[config.mk]
export PLATFORM = sky130hd
export DESIGN_NAME = pwm_ramp_ctrl
export DESIGN_NICKNAME = d
export VERILOG_FILES = /design/src/rtl/pwm_ctrl_pkg.sv /design/src/rtl/pwm_period_timer.sv /design/src/rtl/pwm_ramp_ctrl.sv
export SDC_FILE = /design/constraint.sdc
export NUM_CORES = 1
export LEC_CHECK = 0
export ABC_AREA = 1
export CORE_MARGIN = 5
export CORE_UTILIZATION = 40
export DETAILED_ROUTE_END_ITERATION = 7
export SYNTH_ARGS = -nofsm -noshare
export SYNTH_HDL_FRONTEND = slang
export SYNTH_SLANG_ARGS = --single-unit
[constraint.sdc]
create_clock -name clk -period 3.2 [get_ports clk]
set_clock_uncertainty 0.1 [all_clocks]
set_input_delay 0.96 -clock clk [delete_from_list [all_inputs] [get_ports clk]]
set_output_delay 0.96 -clock clk [all_outputs]
set_load 0.02 [all_outputs]
[src/rtl/pwm_ctrl_pkg.sv]
// Shared types and helpers for the PWM soft-start/soft-stop controller.
package pwm_ctrl_pkg;

    localparam int DUTY_W           = 4;
    localparam int DEFAULT_DUTY_MAX = 10;

    typedef enum logic [1:0] {
        IDLE     = 2'd0,
        RAMP     = 2'd1,
        HOLD     = 2'd2,
        STOPPING = 2'd3
    } state_t;

    function automatic logic [DUTY_W-1:0] clamp_duty(
        input logic [DUTY_W-1:0] req,
        input logic [DUTY_W-1:0] duty_max
    );
        return (req > duty_max) ? duty_max : req;
    endfunction

endpackage

[src/rtl/pwm_period_timer.sv]
// Free-running PWM period counter; the same instance pattern drives the PWM block.
module pwm_period_timer #(
    parameter int T  = 10,
    parameter int PW = $clog2(T)
) (
    input  logic          clk,
    input  logic          rst,
    output logic [PW-1:0] pcnt,
    output logic          period_tick
);

    localparam logic [PW-1:0] LAST = PW'(T - 1);

    always_ff @(posedge clk or negedge rst) begin
        if (!rst) begin
            pcnt <= '0;
        end else if (pcnt == LAST) begin
            pcnt <= '0;
        end else begin
            pcnt <= pcnt + PW'(1);
        end
    end

    assign period_tick = (pcnt == LAST);

endmodule

[src/rtl/pwm_ramp_ctrl.sv]
// Soft-start/soft-stop sequencer for the PWM duty input; duty only moves on period boundaries.
module pwm_ramp_ctrl
    import pwm_ctrl_pkg::*;
#(
    parameter int T            = 10,
    parameter int DUTY_MAX     = DEFAULT_DUTY_MAX,
    parameter int STEP_PERIODS = 4
) (
    input  logic              clk,
    input  logic              rst,
    input  logic              start,
    input  logic              stop,
    input  logic [DUTY_W-1:0] target,
    output logic [DUTY_W-1:0] duty_cycle,
    output logic              period_tick,
    output logic              ramping,
    output logic              at_target,
    output logic              done
);

    localparam int PW = $clog2(T);
    localparam int SW = (STEP_PERIODS > 1) ? $clog2(STEP_PERIODS) : 1;
    localparam logic [DUTY_W-1:0] DMAX      = DUTY_W'(DUTY_MAX);
    localparam logic [SW-1:0]     SCNT_LAST = SW'(STEP_PERIODS - 1);

    state_t            state_reg;
    logic [DUTY_W-1:0] duty_reg;
    logic [DUTY_W-1:0] tgt_reg;
    logic [SW-1:0]     scnt_reg;
    logic              done_reg;
    logic [PW-1:0]     pcnt;
    logic              unused_pcnt;
    logic [DUTY_W-1:0] tgt_c;
    logic [DUTY_W-1:0] duty_step;
    logic              step_evt;

    pwm_period_timer #(.T(T), .PW(PW)) u_timer (
        .clk         (clk),
        .rst         (rst),
        .pcnt        (pcnt),
        .period_tick (period_tick)
    );

    assign unused_pcnt = ^pcnt;
    assign tgt_c       = clamp_duty(target, DMAX);
    assign step_evt    = period_tick && (scnt_reg == SCNT_LAST);

    always_comb begin
        duty_step = duty_reg;
        if (tgt_reg > duty_reg) begin
            duty_step = duty_reg + DUTY_W'(1);
        end else if (tgt_reg < duty_reg) begin
            duty_step = duty_reg - DUTY_W'(1);
        end
    end

    // Transition branches below override the free-running scnt update to clear it on entry.
    always_ff @(posedge clk or negedge rst) begin
        if (!rst) begin
            state_reg <= IDLE;
            duty_reg  <= '0;
            tgt_reg   <= '0;
            scnt_reg  <= '0;
            done_reg  <= 1'b0;
        end else begin
            done_reg <= 1'b0;
            if (period_tick) begin
                scnt_reg <= step_evt ? '0 : scnt_reg + SW'(1);
            end
            case (state_reg)
                IDLE: begin
                    if (start) begin
                        tgt_reg   <= tgt_c;
                        scnt_reg  <= '0;
                        state_reg <= (tgt_c == '0) ? HOLD : RAMP;
                    end
                end
                RAMP, HOLD: begin
                    if (stop) begin
                        scnt_reg <= '0;
                        if (duty_reg == '0) begin
                            state_reg <= IDLE;
                            done_reg  <= 1'b1;
                        end else begin
                            state_reg <= STOPPING;
                        end
                    end else if (start) begin
                        tgt_reg <= tgt_c;
                        if (tgt_c == duty_reg) begin
                            if (state_reg == RAMP) begin
                                scnt_reg <= '0;
                            end
                            state_reg <= HOLD;
                        end else begin
                            scnt_reg  <= '0;
                            state_reg <= RAMP;
                        end
                    end else if (state_reg == RAMP && step_evt) begin
                        duty_reg <= duty_step;
                        if (duty_step == tgt_reg) begin
                            state_reg <= HOLD;
                        end
                    end
                end
                STOPPING: begin
                    if (step_evt && duty_reg != '0) begin
                        duty_reg <= duty_reg - DUTY_W'(1);
                        if (duty_reg == DUTY_W'(1)) begin
                            scnt_reg  <= '0;
                            state_reg <= IDLE;
                            done_reg  <= 1'b1;
                        end
                    end
                end
                default: state_reg <= IDLE;
            endcase
        end
    end

    assign duty_cycle = duty_reg;
    assign ramping    = (state_reg == RAMP) || (state_reg == STOPPING);
    assign at_target  = (state_reg == HOLD);
    assign done       = done_reg;

endmodule

**After elaboration in Yosys (flattened, before gate mapping)**

Cells that the tools add are included.

- Register bits: 17
- Input bits: 8
- Output and inout bits: 8
- Word-level logic and storage cells: 81

- $add $sub $neg: 4
- Magnitude comparators: 3
- Eq/ne operators: 16
- Multiplexer cells: 38
- Reductions and logical operators: 14

Operators with widths:

| kind | count |
|---|---|
| two-way mux 4 bit | 10 |
| two-way mux 2 bit | 19 |
| case mux 4 bit (2 select lines) | 2 |
| inequality test 2 bit (second input constant) | 6 |
| case mux 2 bit (3 select lines) | 2 |
| AND reduction 5 bit | 2 |
| adder 4 x 1 -> 4 bit (second input constant) | 2 |
| == test 4 bit | 2 |
| logical NOT 4 bit | 2 |
| inequality test 4 bit (second input constant) | 2 |
| == test 2 bit (second input constant) | 3 |
| == test 4 x 1 -> 1 bit (second input constant) | 1 |
| == test 4 bit (second input constant) | 1 |
| greater-than comparator 4 bit | 1 |
| greater-than comparator 4 bit (second input constant) | 1 |
| < comparator 4 bit | 1 |
| two-way mux 1 bit | 4 |
| nonzero test 2 bit | 2 |
| nonzero test 4 bit | 1 |
| subtractor 4 x 1 -> 4 bit (second input constant) | 1 |
| logical AND 1 bit | 3 |
| adder 2 x 1 -> 2 bit (second input constant) | 1 |
| == test 2 x 1 -> 1 bit (second input constant) | 1 |
| logical NOT 2 bit | 1 |
| 4 further kinds | 4 |

**Logic depth before layout (Yosys ltp)**

- Depth in word-level cells: 9
- Gate-level depth with buffers: 20
- Depth with buffers taken out: 20

**Hierarchy**

A second synthesis with hierarchy kept.

- Cell total of the unflattened synthesis: 205
- Area total of the unflattened synthesis: 1,446.4 µm²

By module, submodules not included:

| module | instances | cells an instance | area each (µm²) | sequential area each (µm²) |
|---|---|---|---|---|
| pwm_ramp_ctrl | 1 | 185 | 1,270.0 | 325.3 |
| pwm_period_timer | 1 | 20 | 176.4 | 100.1 |

**Least setup slack after synthesis**

No wires, ideal clock.

- Path kind: flip-flop to flip-flop
- Start point: register duty_reg[1], in the netlist duty_cycle[1]
- End point: register state_reg[0]
- Library setup time: 117 ps
- Data arrival time: 1,975 ps
- Data required time: 2,983 ps
- Slack: 1,008 ps
- Stages on the path, launching flop included: 19
- Buffers on the path: 0
- Period minus slack after synthesis: 2,192 ps
- Cell sequence: dfrtp_1 inv_1 ha_1 nand2_1 nand2_1 nand2_1 nand2_2 nand3b_1 nand3_1 nand2_1 nand2_1 nor2_1 nand2_1 nand2_1 nand2_1 nand2_2 nand2_2 nand2_1 nand2_1

- Longest elaborated chain between the ends: 6
- Elaborated cells on any way between the ends: 21
- Classes of those cells: add/sub (2); order compare (2); eq/ne (6); mux (7); reduce/logical (4)

Ends and longest elaborated chain:

| item | RTL line | text |
|---|---|---|
| start: declaration | pwm_ramp_ctrl.sv:27 | `logic [DUTY_W-1:0] duty_reg;` |
| start signal: assignment | pwm_ramp_ctrl.sv:99 | `duty_reg <= duty_step;` |
| start signal: assignment | pwm_ramp_ctrl.sv:107 | `duty_reg <= duty_reg - DUTY_W'(1);` |
| subtractor 4 x 1 -> 4 bit or < comparator 4 bit (tied branches) | pwm_ramp_ctrl.sv:53, pwm_ramp_ctrl.sv:52 |  |
| two-way mux 4 bit | pwm_ramp_ctrl.sv:52 | `end else if (tgt_reg < duty_reg) begin` |
| two-way mux 4 bit | pwm_ramp_ctrl.sv:50 | `if (tgt_reg > duty_reg) begin` |
| == test 4 bit | pwm_ramp_ctrl.sv:100 | `if (duty_step == tgt_reg) begin` |
| inequality test 4 bit (no line) | -- |  |
| AND reduction 5 bit (no line) | -- |  |
| end signal: assignment | pwm_ramp_ctrl.sv:75 | `state_reg <= (tgt_c == '0) ? HOLD : RAMP;` |
| end: declaration | pwm_ramp_ctrl.sv:26 | `state_t state_reg;` |

Parallel ways exist; a longest one is shown, timed or not.
A chain may end at the register's enable or synchronous reset.

**Worst setup path in the final report**

- Start point: register state_reg[0]
- End point: output ramping

- Longest elaborated chain between the ends: 2
- Elaborated cells on any way between the ends: 3
- Classes of those cells: eq/ne (2); reduce/logical (1)

Ends and longest elaborated chain:

| item | RTL line | text |
|---|---|---|
| == test 2 x 1 -> 1 bit or == test 2 bit (tied branches) | pwm_ramp_ctrl.sv:121 | `assign ramping = (state_reg == RAMP) \|\| (state_reg == STOPPING);` |
| logical OR 1 bit * | pwm_ramp_ctrl.sv:121 |  |
| end: declaration | pwm_ramp_ctrl.sv:16 | `output logic ramping,` |

Mark *: on every way between the ends. The rest lies on a longest branch, timed or not.

==> summary.md <==
| Metric | Value |
|---|---|
| Die Area | approximately 5100 sq um |
| Vias in the first global route | between 1000 and 1500 |
| Power Dens Cells | 1030 nW/um^2 |
| Num CTS Buffers | 3 |
| CTS tree | yes |
| CP max FO | 8 |
| Initial Util | 0.412 |
| Post-cts sizing count | 0 |
| Post-CTS setup buffers | 0 |
| Hold Crit Class | flip-flop to flip-flop |
| Initial DRT Pass Iterations | 4 |
| #FFs+latches synth | 17 |
| Final Critical Period | around 2.9 ns |
| Worst Hold Launch | u_timer.pcnt[3] |
| Mapped Cells | ~210 |
| Mapped Area | 1500 sq um |
| Initial antenna violation count | 0 |
| Fill count | 385 |
| Dpl cells | around 270 |
| Status | complete, no violations |
| Worst path arrival time | between 1.5 and 2 ns |
| DRC Markers | 0 |
| Syn. warnings | 0 |
| Worst R2R Path Depth | 16 |
| Syn nets | between 200 and 250 |
| Row count | 22 |
| Area grow syn2layout | 16.2% |
| Non-filler cells, final | approximately 270 |
| Asr flop ratio synth | 1.00 |
| I/O Buffers | 15 |
| CP endpoint kind | output pin |
| Routed len/inst | 11.7 um |
| Share of cells above drive strength 1 | 0.138 |
| Min-Delay Endpoint | u_timer.pcnt[3] |
| H-tree levels | 1 |
| Die H | approximately 70 um |
| Headroom to the max-slew limit | 0.470 |
| Pin count of the biggest net entering global routing | 18 |
| Max clock buf depth | 2 |
| Top_reg_cell synth | dfrtp_1 |
| Clock Sinks | 17 |
| Clock Pin Slew Worst Setup and Hold Paths | 0.08 ns |
| Nets | between 200 and 250 |
| Global Route Usage Sum | 0.133 |
| Setup TNS | 0 ns |
| Clock root cell | clkbuf_8 |
| Core area | about 3600 sq um |
| Setup violators final | 0 |
| I/O pins | 16 |
| Critical path launch point type | flip-flop |
| Worst Path Required | about 2.1 ns |
| Final Hold Vio Count | 0 |
| Crit path kind | flip-flop to output pin |
| Post-Route WL | approximately 3.2 mm |
| Final period utilization | 0.919 |
| Post-synth EDFFs | 0 |
| Antenna Nets Post-Route | 0 |
| Hold path cells | 1 |
| RSZ-0062 raised after global routing | false |
| Vias/cell | around 4.9 |
| Detail Placement HPWL | around 2.5 mm |
| Die width | between 70 and 80 um |
| Seq/Total Area, Yosys | 0.285 |
| Area leader, netlist | dfrtp_1 |
| GRT Residual Overflow | 0 |
| Post-synth top area share | 0.285 |
| First-pass GRT wire length | 5.51 mm |
| Worst-Margin Slew | between 0.7 and 0.8 ns |
| Clk Latency, worst-skew pair | between 0.2 and 0.3 ns |
| # diodes | 0 |
| Unique cell type count in the Yosys netlist | 32 |
| Final Max Tran Viols | 0 |
| Worst r2r src | duty_cycle[2] |
| Hold_buf cts | 0 |
| Via count of the routed design | 1334 |
| Routability Congestion | 0.828 |
| Avg Inst Size Synth | between 7 and 8 sq um |
| Max Fclk | around 340 MHz |
| DR iter-0 viols | between 80 and 90 |
| Leakage dissipation | between 0.8 and 0.9 nW |
| Peak VDD IR | 471 uV |
| R2R Setup Slk | 0.75 ns |
| R2R Path End | state_reg[1] |
| Max-cap violations | 0 |
| Synth area leaders | dfrtp_1 (28%), nand2_1 (11%), ha_1 (11%) |
## layout by cell type (no fill, tap or decap), drive strengths merged, types with 2 or more instances in the layout
master	count
clkdlybuf4s50	15
ha	13
nor3	3
clkinv	2
dfrtp	17
nand4	5
xor2	5
o22ai	2
nand2	50
clkbuf	3
nand3	22
o21ai	18
a21oi	6
inv	33
xnor2	2
nor2	20
## synthesized netlist by cell type (3+ instances only)
library cell,number
nand2_1,44
inv_1,27
nor2_1,19
nand3_1,18
dfrtp_1,17
o21ai_0,15
ha_1,13
inv_2,6
nand2_2,6
nand4_1,5
xor2_1,5
a21oi_1,4
nand3_2,4
o21ai_2,3
## cell type report
type                       count  area, sq um  area share
timing repair buffer          15          150      0.0864
sequential                    17          425       0.245
clock inverter                 1         7.51     0.00432
tap                           48         60.1      0.0346
multi-input combinational    154          916       0.527
inverter                      35          138      0.0792
clock buffer                   3         41.3      0.0238
## cells by family (layout without fill, tap and decap cells)
group           Yosys count  after routing  synth area share
compound gates           30             30             0.135
xor+xnor                  7              7            0.0410
fa+ha+maj                13             13             0.109
buf+inv                  37             54             0.103
flops                    17             17             0.285
simple gates            104            104             0.328
## metal layers
layer / share of wire / global-route usage / vias up
met5: 0 / 0 / -
met4: 0.0053 / 0.0397 / 0
met3: 0.025 / 0.0185 / 2
met2: 0.48 / 0.222 / 20
met1: 0.49 / 0.178 / 601
li1: - / - / 711
## critical path: stages (launching register included)
cell and delay [ns]:
dfrtp_1 0.42, ha_1 0.34, or2_2 0.34, clkdlybuf4s50_1 0.54
## power by group
group,leakage (nW),internal (mW),switching [mW]
Sequential,0.211,0.281,0.101
Clock,0.0217,0.0876,0.0796
Combinational,0.647,0.480,0.753
Total,0.879,0.848,0.934
## per-stage QoR
stage          hold WS [ns]  worst slack (ns)   util  cell area, sq um  power (mW)
6_report              0.418             0.259  0.478              1740        1.78
5_1_grt               0.451             0.167  0.478              1740        1.98
4_1_cts               0.421             0.249  0.478              1740        1.80
3_5_place_dp          0.407             0.449  0.465              1690        1.62
3_3_place_gp          0.382             0.480  0.465              1690        1.62
2_1_floorplan         0.359              1.01      -              1500        1.33
## worst max-delay path by stage
stage,start,endpoint,slack (ns),cells after the start
CTS,state_reg[0],ramping,0.25,3
global route,state_reg[0],ramping,0.17,3
global placement,target[3],scnt_reg[1],0.48,10
detailed placement,target[3],scnt_reg[1],0.45,10
finish,state_reg[0],ramping,0.26,3
floorplan,duty_cycle[1],state_reg[0],1.01,18
Note: power is estimated with default switching activity, not from simulation.
